--- src/rtl/dir_input_fsm.sv ---
// Direction-input controller: per-button 2-FF synchroniser and debounce,
// press/hold/auto-repeat FSM producing one-cycle move strobes, and a sticky
// game-over state that is left only through clear or reset.
module dir_input_fsm #(
  parameter int unsigned N_BTN        = 4,
  parameter int unsigned DEBOUNCE_CYC = 16,
  parameter int unsigned REPEAT_DELAY = 500,
  parameter int unsigned REPEAT_RATE  = 100,
  parameter int unsigned IDX_W        = (N_BTN > 1) ? $clog2(N_BTN) : 1
) (
  input  logic             clk,
  input  logic             rst,
  input  logic [N_BTN-1:0] btn_n,
  input  logic             end_flag,
  input  logic             clear,
  output logic             move_valid,
  output logic [IDX_W-1:0] move_idx,
  output logic             held,
  output logic             game_over,
  output logic [2:0]       state_o
);

  localparam int unsigned DB_W   = (DEBOUNCE_CYC > 1) ? $clog2(DEBOUNCE_CYC) : 1;
  localparam int unsigned RC_MAX = (REPEAT_DELAY > REPEAT_RATE) ? REPEAT_DELAY : REPEAT_RATE;
  localparam int unsigned RC_W   = $clog2(RC_MAX + 1);
  localparam logic [DB_W-1:0] DB_LAST = DB_W'(DEBOUNCE_CYC - 1);

  typedef enum logic [2:0] {
    S_IDLE     = 3'd0,
    S_PRESS    = 3'd1,
    S_HOLD     = 3'd2,
    S_REPEAT   = 3'd3,
    S_WAIT_REL = 3'd4,
    S_OVER     = 3'd5
  } state_e;

  state_e                       state_q, state_d;
  logic [N_BTN-1:0]             sync1_q, sync2_q;
  logic [N_BTN-1:0]             db_q, db_d;
  logic [N_BTN-1:0][DB_W-1:0]   dbc_q, dbc_d;
  logic [IDX_W-1:0]             idx_q, idx_d;
  logic [RC_W-1:0]              rcnt_q, rcnt_d, rcnt_inc;

  logic [N_BTN-1:0] pressed;
  logic             any_pressed;
  logic             lat_pressed;
  logic             other_pressed;
  logic             found;
  logic [IDX_W-1:0] low_idx;
  logic             delay_hit;
  logic             rate_hit;

  // Two-stage synchroniser; reset to the released (high) level
  always_ff @(posedge clk or posedge rst) begin
    if (rst) begin
      sync1_q <= '1;
      sync2_q <= '1;
    end else begin
      sync1_q <= btn_n;
      sync2_q <= sync1_q;
    end
  end

  // Debounce: count consecutive mismatches, toggle the level on the last one
  always_comb begin
    db_d  = db_q;
    dbc_d = '0;
    for (int unsigned i = 0; i < N_BTN; i++) begin
      if (sync2_q[i] != db_q[i]) begin
        if (dbc_q[i] == DB_LAST) begin
          db_d[i] = ~db_q[i];
        end else begin
          dbc_d[i] = dbc_q[i] + DB_W'(1);
        end
      end
    end
  end

  // Debounced level and counter registers
  always_ff @(posedge clk or posedge rst) begin
    if (rst) begin
      db_q  <= '1;
      dbc_q <= '0;
    end else begin
      db_q  <= db_d;
      dbc_q <= dbc_d;
    end
  end

  assign pressed     = ~db_q;
  assign any_pressed = |pressed;

  // Lowest pressed index, and whether the latched / any other button is down
  always_comb begin
    low_idx       = '0;
    found         = 1'b0;
    lat_pressed   = 1'b0;
    other_pressed = 1'b0;
    for (int unsigned i = 0; i < N_BTN; i++) begin
      if (pressed[i] && !found) begin
        low_idx = IDX_W'(i);
        found   = 1'b1;
      end
      if (IDX_W'(i) == idx_q) begin
        lat_pressed = pressed[i];
      end else if (pressed[i]) begin
        other_pressed = 1'b1;
      end
    end
  end

  // Repeat counter saturates; it starts from 0 on entry to PRESS so that the
  // first repeat lands REPEAT_DELAY cycles after the initial pulse.
  assign rcnt_inc  = (&rcnt_q) ? rcnt_q : rcnt_q + RC_W'(1);
  assign delay_hit = (REPEAT_DELAY != 0) && (32'(rcnt_q) >= REPEAT_DELAY - 1);
  assign rate_hit  = (32'(rcnt_q) >= REPEAT_RATE - 1);

  // Next-state logic: clear beats end_flag beats normal transitions
  always_comb begin
    state_d = state_q;
    idx_d   = idx_q;
    rcnt_d  = rcnt_inc;
    if (clear) begin
      state_d = S_WAIT_REL;
    end else if (end_flag && state_q != S_OVER) begin
      state_d = S_OVER;
    end else begin
      unique case (state_q)
        S_IDLE: begin
          if (any_pressed) begin
            idx_d   = low_idx;
            rcnt_d  = '0;
            state_d = S_PRESS;
          end
        end
        S_PRESS: state_d = S_HOLD;
        S_HOLD: begin
          if (!lat_pressed) begin
            state_d = S_IDLE;
          end else if (other_pressed) begin
            state_d = S_WAIT_REL;
          end else if (delay_hit) begin
            rcnt_d  = '0;
            state_d = S_REPEAT;
          end
        end
        S_REPEAT: begin
          if (!lat_pressed) begin
            state_d = S_IDLE;
          end else if (other_pressed) begin
            state_d = S_WAIT_REL;
          end else if (rate_hit) begin
            rcnt_d = '0;
          end
        end
        S_WAIT_REL: begin
          if (!any_pressed) state_d = S_IDLE;
        end
        S_OVER:  state_d = S_OVER;
        default: state_d = S_IDLE;
      endcase
    end
  end

  // FSM state, latched index and repeat counter
  always_ff @(posedge clk or posedge rst) begin
    if (rst) begin
      state_q <= S_IDLE;
      idx_q   <= '0;
      rcnt_q  <= '0;
    end else begin
      state_q <= state_d;
      idx_q   <= idx_d;
      rcnt_q  <= rcnt_d;
    end
  end

  // A REPEAT cycle with a freshly restarted counter is a repeat pulse
  always_comb begin
    move_valid = (state_q == S_PRESS) || (state_q == S_REPEAT && rcnt_q == '0);
    move_idx   = idx_q;
    held       = (state_q == S_HOLD) || (state_q == S_REPEAT);
    game_over  = (state_q == S_OVER);
    state_o    = state_q;
  end

endmodule

--- config.mk ---
export PLATFORM = sky130hd
export DESIGN_NAME = dir_input_fsm
export DESIGN_NICKNAME = d
export VERILOG_FILES = /design/src/rtl/dir_input_fsm.sv
export SDC_FILE = /design/constraint.sdc
export NUM_CORES = 1
export LEC_CHECK = 0
export BUFFER_PORTS_ARGS = -buffer_cell sky130_fd_sc_hd__buf_4
export CAP_MARGIN = 20
export CORE_MARGIN = 4
export CORE_UTILIZATION = 41
export DETAILED_ROUTE_END_ITERATION = 7
export SLEW_MARGIN = 20
export SYNTH_ARGS = -nofsm -noshare
export SYNTH_HDL_FRONTEND = slang
export SYNTH_SLANG_ARGS = --single-unit
--- constraint.sdc ---
create_clock -name clk -period 2.2 [get_ports clk]
set_input_delay 0.22 -clock clk [delete_from_list [all_inputs] [get_ports clk]]
set_output_delay 0.22 -clock clk [all_outputs]
set_load 0.02 [all_outputs]
==> metrics.yaml, run 1 <==
pwr:
  powerDensity_nw_per_um2: 685.9
  fin_total_pwr_mw: 1.664
  vdd_drop_max_mv: 0.3891
  leakage_nw: 0.9890
route:
  drt-total-wl_um: 3712
  dr.pass1.iters: 4
  ant_nets: 0
  dr.first_iter.drc_count: 90
  drcViolationCount: 0
  wl_per_cell_um: 13.07
  num_vias: 1503
  drt-vias-per-instance: 5.292
yosys:
  synth_warnings: 0
  synth_enable_flop_cells: 0
  ys_seq_elements: 42
  yosysTopAreaCellShare_pct: 35.50
  synthFlopType: "dfrtp_1"
  yosysTopAreaCell: "dfrtp_1"
  syn_nets: 214
  synthCells: 200
  async_reset_ff_share_pct: 100.0
  synth_cell_types: 43
  netlist_area_um2: 2115
  synth_area_leaders: "dfrtp_1 (36%), dfstp_2 (15%), xnor2_1 (5.0%), a21oi_1 (4.0%), ha_1 (3.6%)"
  syn_area_per_cell_um2: 10.57
  ys_seq_area_share_pct: 50.41
finish:
  post-route-util_pct: 50.04
  num_antenna_cells: 0
  syn_to_final_growth_pct: 14.73
  final_common_cell: "dfrtp_1"
  final_cell_area_um2: 2426
  drive_above_1_share_pct: 22.58
  final_cell_mix: "dfrtp_1 (30), buf_4 (18), a21oi_1 (17), nor2_1 (16), nor3_1 (13)"
  final_cells: 284
  nets: 230
hold_path:
  holdPathEnd: "sync1_q[0]"
  hp-start: "btn_n[0]"
  whs_path_depth: 1
  worstHoldPathType: "input pin to flip-flop"
sta:
  min_period_ps: 2017
  slew_violations: 0
  tightest_slew_ps: 499.3
  final_hold_viol_count: 0
  fin_skew_ps: 11.42
  grt_setup_unrepaired: "no"
  final.setup.tns_ps: 0
  setup_viol: 0
  fmax_ghz: 0.4959
  finalCritPeriodShare_pct: 91.66
  slew_headroom_pct: 66.71
global_routing:
  grt_pass1_wl_um: 6644
  grt_max_degree: 43
  grt_pass1_vias: 1457
  overflow: 0
  antenna_found_initial: 0
  grtUsageTotal_pct: 13.23
place:
  io_buffers: 15
  dpl_cell_area_um2: 2288
  dp_hpwl_um: 2581
  place.gp.congestion: 0.7929
  dp_cells: 276
clock_network:
  post-cts-setup-buffers: 0
  root_buffer: "clkbuf_8"
  clkLatencyLatePin_ps: 300
  clk_path_buf_depth: 2
  cts_tree: "yes"
  clock-sinks: 42
  cts_buffers: 5
  cts-resized-gates: 0
  htreeDepth: 2
  clk_pin_slew_ps: 90
  hold_buffers: 0
setup_path:
  cp.buffers_inverters: 0
  crit_path_start_kind: "flip-flop"
  critPathCaptureType: "flip-flop"
  cp.depth: 5
  cpPeakStageDelay_ps: 630
  reg2reg_to: "state_o[0]"
  crit_family: "simple AND/OR/NAND/NOR gates"
  cp.required_ps: 2390
  worstRegToRegCells: 5
  slowest_stage: "dfstp_2"
  r2r_setup_slack_ps: 180
  crit_arrival_ps: 2210
  r2r-start: "db_q[3]"
  worst-setup-path-type: "flip-flop to flip-flop"
  path_max_fanout: 11
  worstPathCellList: "or3b_1 > a21oi_1 > nor2_1 > and4b_1 > mux2_4"
floorplan:
  start_util_pct: 43.61
  die_x_um: 79.82
  die_h_um: 79.82
  fp-row-count: 25
  dieArea_um2: 6370
  core_um2: 4848
  ios: 16
status:
  outcome: "completed"
run:
  cap_violations: 0
cell type report:
cell class              instances  area, µm²
fillers                       466       2422
flip-flops and latches         42       1066
multi-input cells             140      969.7
repair buffers                 18      135.1
well taps                      67      83.83
clock buffers                   5      68.82
clock inverters                 3      68.82
inverters                       9      33.78
how the worst max path moves through the flow:
stage                      from    endpoint  slack [ps]
floorplan           move_idx[0]  state_o[0]         290
CTS                     db_q[3]  state_o[0]         190
detailed placement      db_q[3]  state_o[0]         190
global placement        db_q[3]  state_o[0]         230
global route            db_q[1]  state_o[0]          40
finish                  db_q[3]  state_o[0]         180
metal layers:
| layer | up-vias | global-route usage (%) | part of all wire, % |
|---|---|---|---|
| met2 | 26 | 20.37 | 44 |
| met4 | 0 | 5.574 | 1.8 |
| met1 | 721 | 17.64 | 49 |
| met5 | - | 0 | 0 |
| met3 | 7 | 3.386 | 4.3 |
| li1 | 749 | - | - |
logic make-up (layout without fill, tap and decap cells):
logic type | after synthesis | after routing | share of synthesized area, %
xor gates and xnor gates | 14 | 14 | 5.799
and+or+nand+nor | 73 | 73 | 19.94
buffers and inverters | 18 | 35 | 3.728
AOI/OAI and AO/OA | 40 | 40 | 12.19
DFF | 42 | 42 | 50.41
adders and majority gates | 6 | 6 | 3.550
muxes | 7 | 7 | 4.378
state kept, by name (all words and copies together) (netlist names):
signal / flops
dbc_q: 16
rcnt_q: 9
db_q: 4
sync1_q: 4
sync2_q: 4
state_o: 3
move_idx: 2
per-stage QoR:
stage	setup slack [ps]	hold slack, ps
2_1_floorplan	293.6	224.5
3_3_place_gp	230.7	328.1
3_5_place_dp	185.3	329.3
4_1_cts	190.3	6.099
5_1_grt	38.13	7.031
6_report	183.5	20.13
synth_stat cells (4+ instances only):
cell type,n
a21oi_1,17
nor3b_1,5
dfrtp_1,30
clkbuf_1,5
dfstp_2,12
o21ai_0,9
nand2_1,5
xnor2_1,12
nand4b_1,4
mux2_2,4
nand3_1,11
ha_1,6
nor3_1,13
nor2b_1,4
nor2_1,16
inv_1,9
where the power goes:
group / switching (mW) / total, mW / internal (mW)
Combinational: 0.0493 / 0.0956 / 0.0463
Sequential: 0.0264 / 0.832 / 0.805
Clock: 0.282 / 0.737 / 0.455
Total: 0.358 / 1.66 / 1.31
(Power assumes the default switching activity.)
==> run 2: changes to the inputs <==
Settings changed: CTS_BUF_LIST from default to sky130_fd_sc_hd__clkbuf_16, CTS_CLUSTER_SIZE from default to 16, PLACE_DENSITY from default to 0.58.
==> run 2 against run 1 <==
Worst hold slack improved by 20 ps. Non-clock buffer count did not move. Critical path type unchanged. Final cell count unchanged. Die area is the same. Wire length rose by 5.2%. Critical path depth unchanged. Largest power group unchanged. Combinational power increased by 2.8%.
==> metrics.yaml, run 2 (synthesis results as in run 1) <==
setup_path:
  r2r_setup_slack_ps: 190
  crit_path_start_kind: "flip-flop"
  worst-setup-path-type: "flip-flop to flip-flop"
  critPathCaptureType: "flip-flop"
  reg2reg_to: "state_o[0]"
  cp.required_ps: 2360
  r2r-start: "db_q[3]"
  path_max_fanout: 11
  crit_arrival_ps: 2170
  worstRegToRegCells: 5
hold_path:
  whs_path_depth: 1
  hp-start: "btn_n[0]"
  holdPathEnd: "sync1_q[0]"
  worstHoldPathType: "input pin to flip-flop"
finish:
  final_cell_mix: "dfrtp_1 (30), buf_4 (18), a21oi_1 (17), nor2_1 (16), nor3_1 (13)"
  final_cells: 284
  top_register: "dbc_q"
  post-route-util_pct: 50.14
  largest_reg_flops: 16
  drive_above_1_share_pct: 22.12
  reg_top3: "dbc_q (16), rcnt_q (9)"
  num_antenna_cells: 0
  nets: 230
  syn_to_final_growth_pct: 14.97
  final_common_cell: "dfrtp_1"
route:
  drt-total-wl_um: 3905
  wl_per_cell_um: 13.75
  drt-vias-per-instance: 5.342
  ant_nets: 0
  num_vias: 1517
  drcViolationCount: 0
  dr.pass1.iters: 4
  dr.first_iter.drc_count: 102
clock_network:
  hold_buffers: 0
  clk_path_buf_depth: 2
  htreeDepth: 2
  post-cts-setup-buffers: 0
  root_buffer: "clkbuf_16"
  cts_tree: "yes"
  cts-resized-gates: 0
  clk_pin_slew_ps: 60
  cts_buffers: 5
  clock-sinks: 42
  clkLatencyLatePin_ps: 280
sta:
  fmax_ghz: 0.4981
  tightest_slew_ps: 523.8
  slew_headroom_pct: 65.08
  setup_viol: 0
  final.setup.tns_ps: 0
  final_hold_viol_count: 0
  grt_setup_unrepaired: "no"
  fin_skew_ps: 6.428
  finalCritPeriodShare_pct: 91.25
  worst_slack_ps: 192.4
  slew_violations: 0
  min_period_ps: 2008
floorplan:
  core_um2: 4848
  die_h_um: 79.82
  dieArea_um2: 6370
  ios: 16
  fp-row-count: 25
  start_util_pct: 43.61
  die_x_um: 79.82
place:
  dp_hpwl_um: 2799
  place.gp.congestion: 0.8235
  io_buffers: 15
  dp_cells: 276
  dp_slack_ps: 212.0
pwr:
  seqPwrFrac_pct: 51.3
  vdd_drop_max_mv: 0.3858
  powerDensity_nw_per_um2: 668.6
  p_sw_mw: 0.3567
  clock_power_share_pct: 42.7
  p_int_mw: 1.269
  combPwrFrac_pct: 6.1
  sw_frac_of_total_pct: 21.95
  leakage_nw: 0.9957
run:
  cap_violations: 0
global_routing:
  grtUsageTotal_pct: 13.71
  grt_max_degree: 43
  overflow: 0
  antenna_found_initial: 0
  grt_pass1_wl_um: 6831
  grt_pass1_vias: 1499
status:
  outcome: "completed"
run 2: cell count changes in the layout (fill, tap and decap cells not counted), sizes merged:
cell | before | now
inv | 9 | 10
bufinv | 2 | 0
clkinv | 1 | 2
run 2: worst max-delay path by stage:
stage	slack, ps	cells after the start	end	from
6_report	190	5	state_o[0]	db_q[3]
5_1_grt	60	5	state_o[0]	db_q[3]
4_1_cts	200	5	state_o[0]	db_q[3]
3_5_place_dp	210	5	state_o[0]	db_q[3]
3_3_place_gp	240	5	state_o[0]	db_q[3]
2_1_floorplan	290	6	state_o[0]	move_idx[0]
run 2: through the flow:
step                power [mW]  instance area (µm²)  hold WS, ps
floorplan               0.9092                 2115        224.5
global placement        0.9370                 2288        328.3
detailed placement      0.9465                 2288        329.5
CTS                      1.654                 2431        33.52
global route             1.713                 2431        32.11
finish                   1.625                 2431        40.32
run 2: power groups by stage:
stage                     Combinational [mW]  Sequential [mW]  Clock (mW)
after CTS                              0.101            0.833       0.719
after floorplan                       0.0705            0.839           0
after global routing                   0.113            0.837       0.763
final                                 0.0983            0.834       0.693
after global placement                0.0939            0.843           0
after detailed placement               0.100            0.847           0
run 2: final cells by class:
cell class / instances / area (µm²)
multi-input combinational: 140 / 969.7
sequential: 42 / 1066
tap: 67 / 83.83
fill: 472 / 2417
clock inverter: 3 / 17.52
clock buffer: 5 / 125.1
inverter: 9 / 33.78
timing repair buffer: 18 / 135.1
run 2: worst max-delay path: stages (launching register included):
cell     delay [ps]
dfstp_2         630
or3b_1          360
a21oi_1         190
nor2_1          100
and4b_1         300
mux2_4          310
run 2: routing by layer:
layer  wire, µm  track usage [%]  up-vias
li1           -                -      754
met1       1812            17.50      729
met2       1841            21.37       27
met3        180            4.176        7
met4         69            6.081        0
met5          0                0        -
==> run 3: changes to the inputs <==
Settings changed: PLACE_DENSITY 0.58 to 0.64.
==> run 3 against run 2 <==
Global-route usage shrank 1.4 points. Clock skew shrank 2.4 ps. Setup slack is essentially flat. Die area is the same. Cell area grew 1.3%. Non-clock buffer count grew 1. Worst hold slack gained 1.3 ps. Critical endpoint unchanged.
==> metrics.yaml, run 3 (synthesis results as in run 1) <==
status:
  outcome: "completed"
clock_network:
  htreeDepth: 2
  post-cts-setup-buffers: 0
  cts_tree: "yes"
  clock-sinks: 42
  cts_buffers: 5
  clkLatencyLatePin_ps: 280
  root_buffer: "clkbuf_16"
  cts-resized-gates: 0
  clk_path_buf_depth: 2
  hold_buffers: 0
  clk_pin_slew_ps: 60
global_routing:
  grt_pass1_vias: 1388
  top_usage_layer: "met2"
  grtUsageTotal_pct: 12.29
  grt_use_met2_pct: 18.03
  grt_pass1_wl_um: 6203
  groute.layer.met3.usage_pct: 3.612
  antenna_found_initial: 0
  grt_max_degree: 43
  overflow: 0
  grt_util_met1_pct: 16.67
finish:
  final_cell_mix: "dfrtp_1 (30), buf_4 (19), a21oi_1 (17), nor2_1 (16), nor3_1 (13)"
  final_cells: 285
  final_cell_area_um2: 2462
  syn_to_final_growth_pct: 16.45
  nets: 231
  num_antenna_cells: 0
  reg_top3: "dbc_q (16), rcnt_q (9)"
  drive_above_1_share_pct: 22.48
  top_register: "dbc_q"
  final_common_cell: "dfrtp_1"
  largest_reg_flops: 16
sta:
  slew_violations: 0
  final_hold_viol_count: 0
  min_period_ps: 2008
  final.setup.tns_ps: 0
  tightest_slew_ps: 525.6
  setup_viol: 0
  grt_setup_unrepaired: "no"
  whs_ps: 41.58
  fmax_ghz: 0.4981
  fin_skew_ps: 4.068
  finalCritPeriodShare_pct: 91.26
  slew_headroom_pct: 64.96
place:
  place.gp.congestion: 0.7710
  io_buffers: 15
  dp_hpwl_um: 2520
  dp_cells: 277
  dpl_cell_area_um2: 2296
run:
  cap_violations: 0
pwr:
  leakage_nw: 1.007
  powerDensity_nw_per_um2: 708.4
  vdd_drop_max_mv: 0.3310
floorplan:
  dieArea_um2: 6370
  die_x_um: 79.82
  die_h_um: 79.82
  ios: 16
  core_um2: 4848
  start_util_pct: 43.61
  fp-row-count: 25
hold_path:
  worstHoldPathType: "input pin to flip-flop"
  hp-start: "btn_n[2]"
setup_path:
  cp.required_ps: 2360
  crit_family: "simple AND/OR/NAND/NOR gates"
  startpoint: "db_q[3]"
  crit_arrival_ps: 2170
  worstPathCellList: "or3b_1 > a21oi_1 > nor2_1 > and4b_1 > mux2_4"
  critPathCaptureType: "flip-flop"
  cpPeakStageDelay_ps: 620
  cp.buffers_inverters: 0
  r2r-start: "db_q[3]"
  path_max_fanout: 11
  slowest_stage: "dfstp_2"
  worst-setup-path-type: "flip-flop to flip-flop"
  crit_path_start_kind: "flip-flop"
route:
  drt-vias-per-instance: 5.330
  dr.pass1.iters: 4
  ant_nets: 0
  wl_per_cell_um: 12.87
  drcViolationCount: 0
  drt-total-wl_um: 3669
  num_vias: 1519
  dr.first_iter.drc_count: 71
[run 3: worst paths after layout]
check	cells after the start	slack (ps)	to
hold / removal	1	40	sync1_q[2]
setup reg to reg	5	190	state_o[0]
setup / recovery	5	190	state_o[0]
max in group asynchronous	3	1750	db_q[3]
hold reg to reg	0	350	sync2_q[1]
min in group asynchronous	3	70	rcnt_q[4]
[run 3: area by class of cell]
type                       instances  area, µm²
fill                             449       2386
sequential                        42       1066
multi-input combinational        140      969.7
timing repair buffer              19      142.6
clock buffer                       5      125.1
tap                               67      83.83
clock inverter                     3      41.29
inverter                           9      33.78
[run 3: worst reg2reg max path, delay by kind of cell, from the launching register on]
family,cells,cell delay (ps)
compound gates,1,210
flops,1,620
mux,1,300
simple gates,3,770
[run 3: power by group]
part | switching, mW | internal, mW | leakage (nW)
registers | 0.0256 | 0.807 | 0.476
clock network | 0.285 | 0.530 | 0.0812
logic | 0.0505 | 0.0462 | 0.450
[run 3: layer usage]
layer  vias to the layer above  part of all wire (%)
li1                        761                     -
met1                       713                    49
met2                        38                    43
met3                         7                   6.0
met4                         0                   2.0
met5                         -                     0
[run 3: per-stage QoR]
step / worst slack [ps] / power [mW] / util (%)
final: 192.2 / 1.744 / 50.79
after global routing: 115.0 / 1.824 / 50.79
after CTS: 200.2 / 1.774 / 50.79
after detailed placement: 212.9 / 0.9435 / 47.35
after global placement: 235.8 / 0.9407 / 47.35
after floorplan: 293.6 / 0.9092 / -
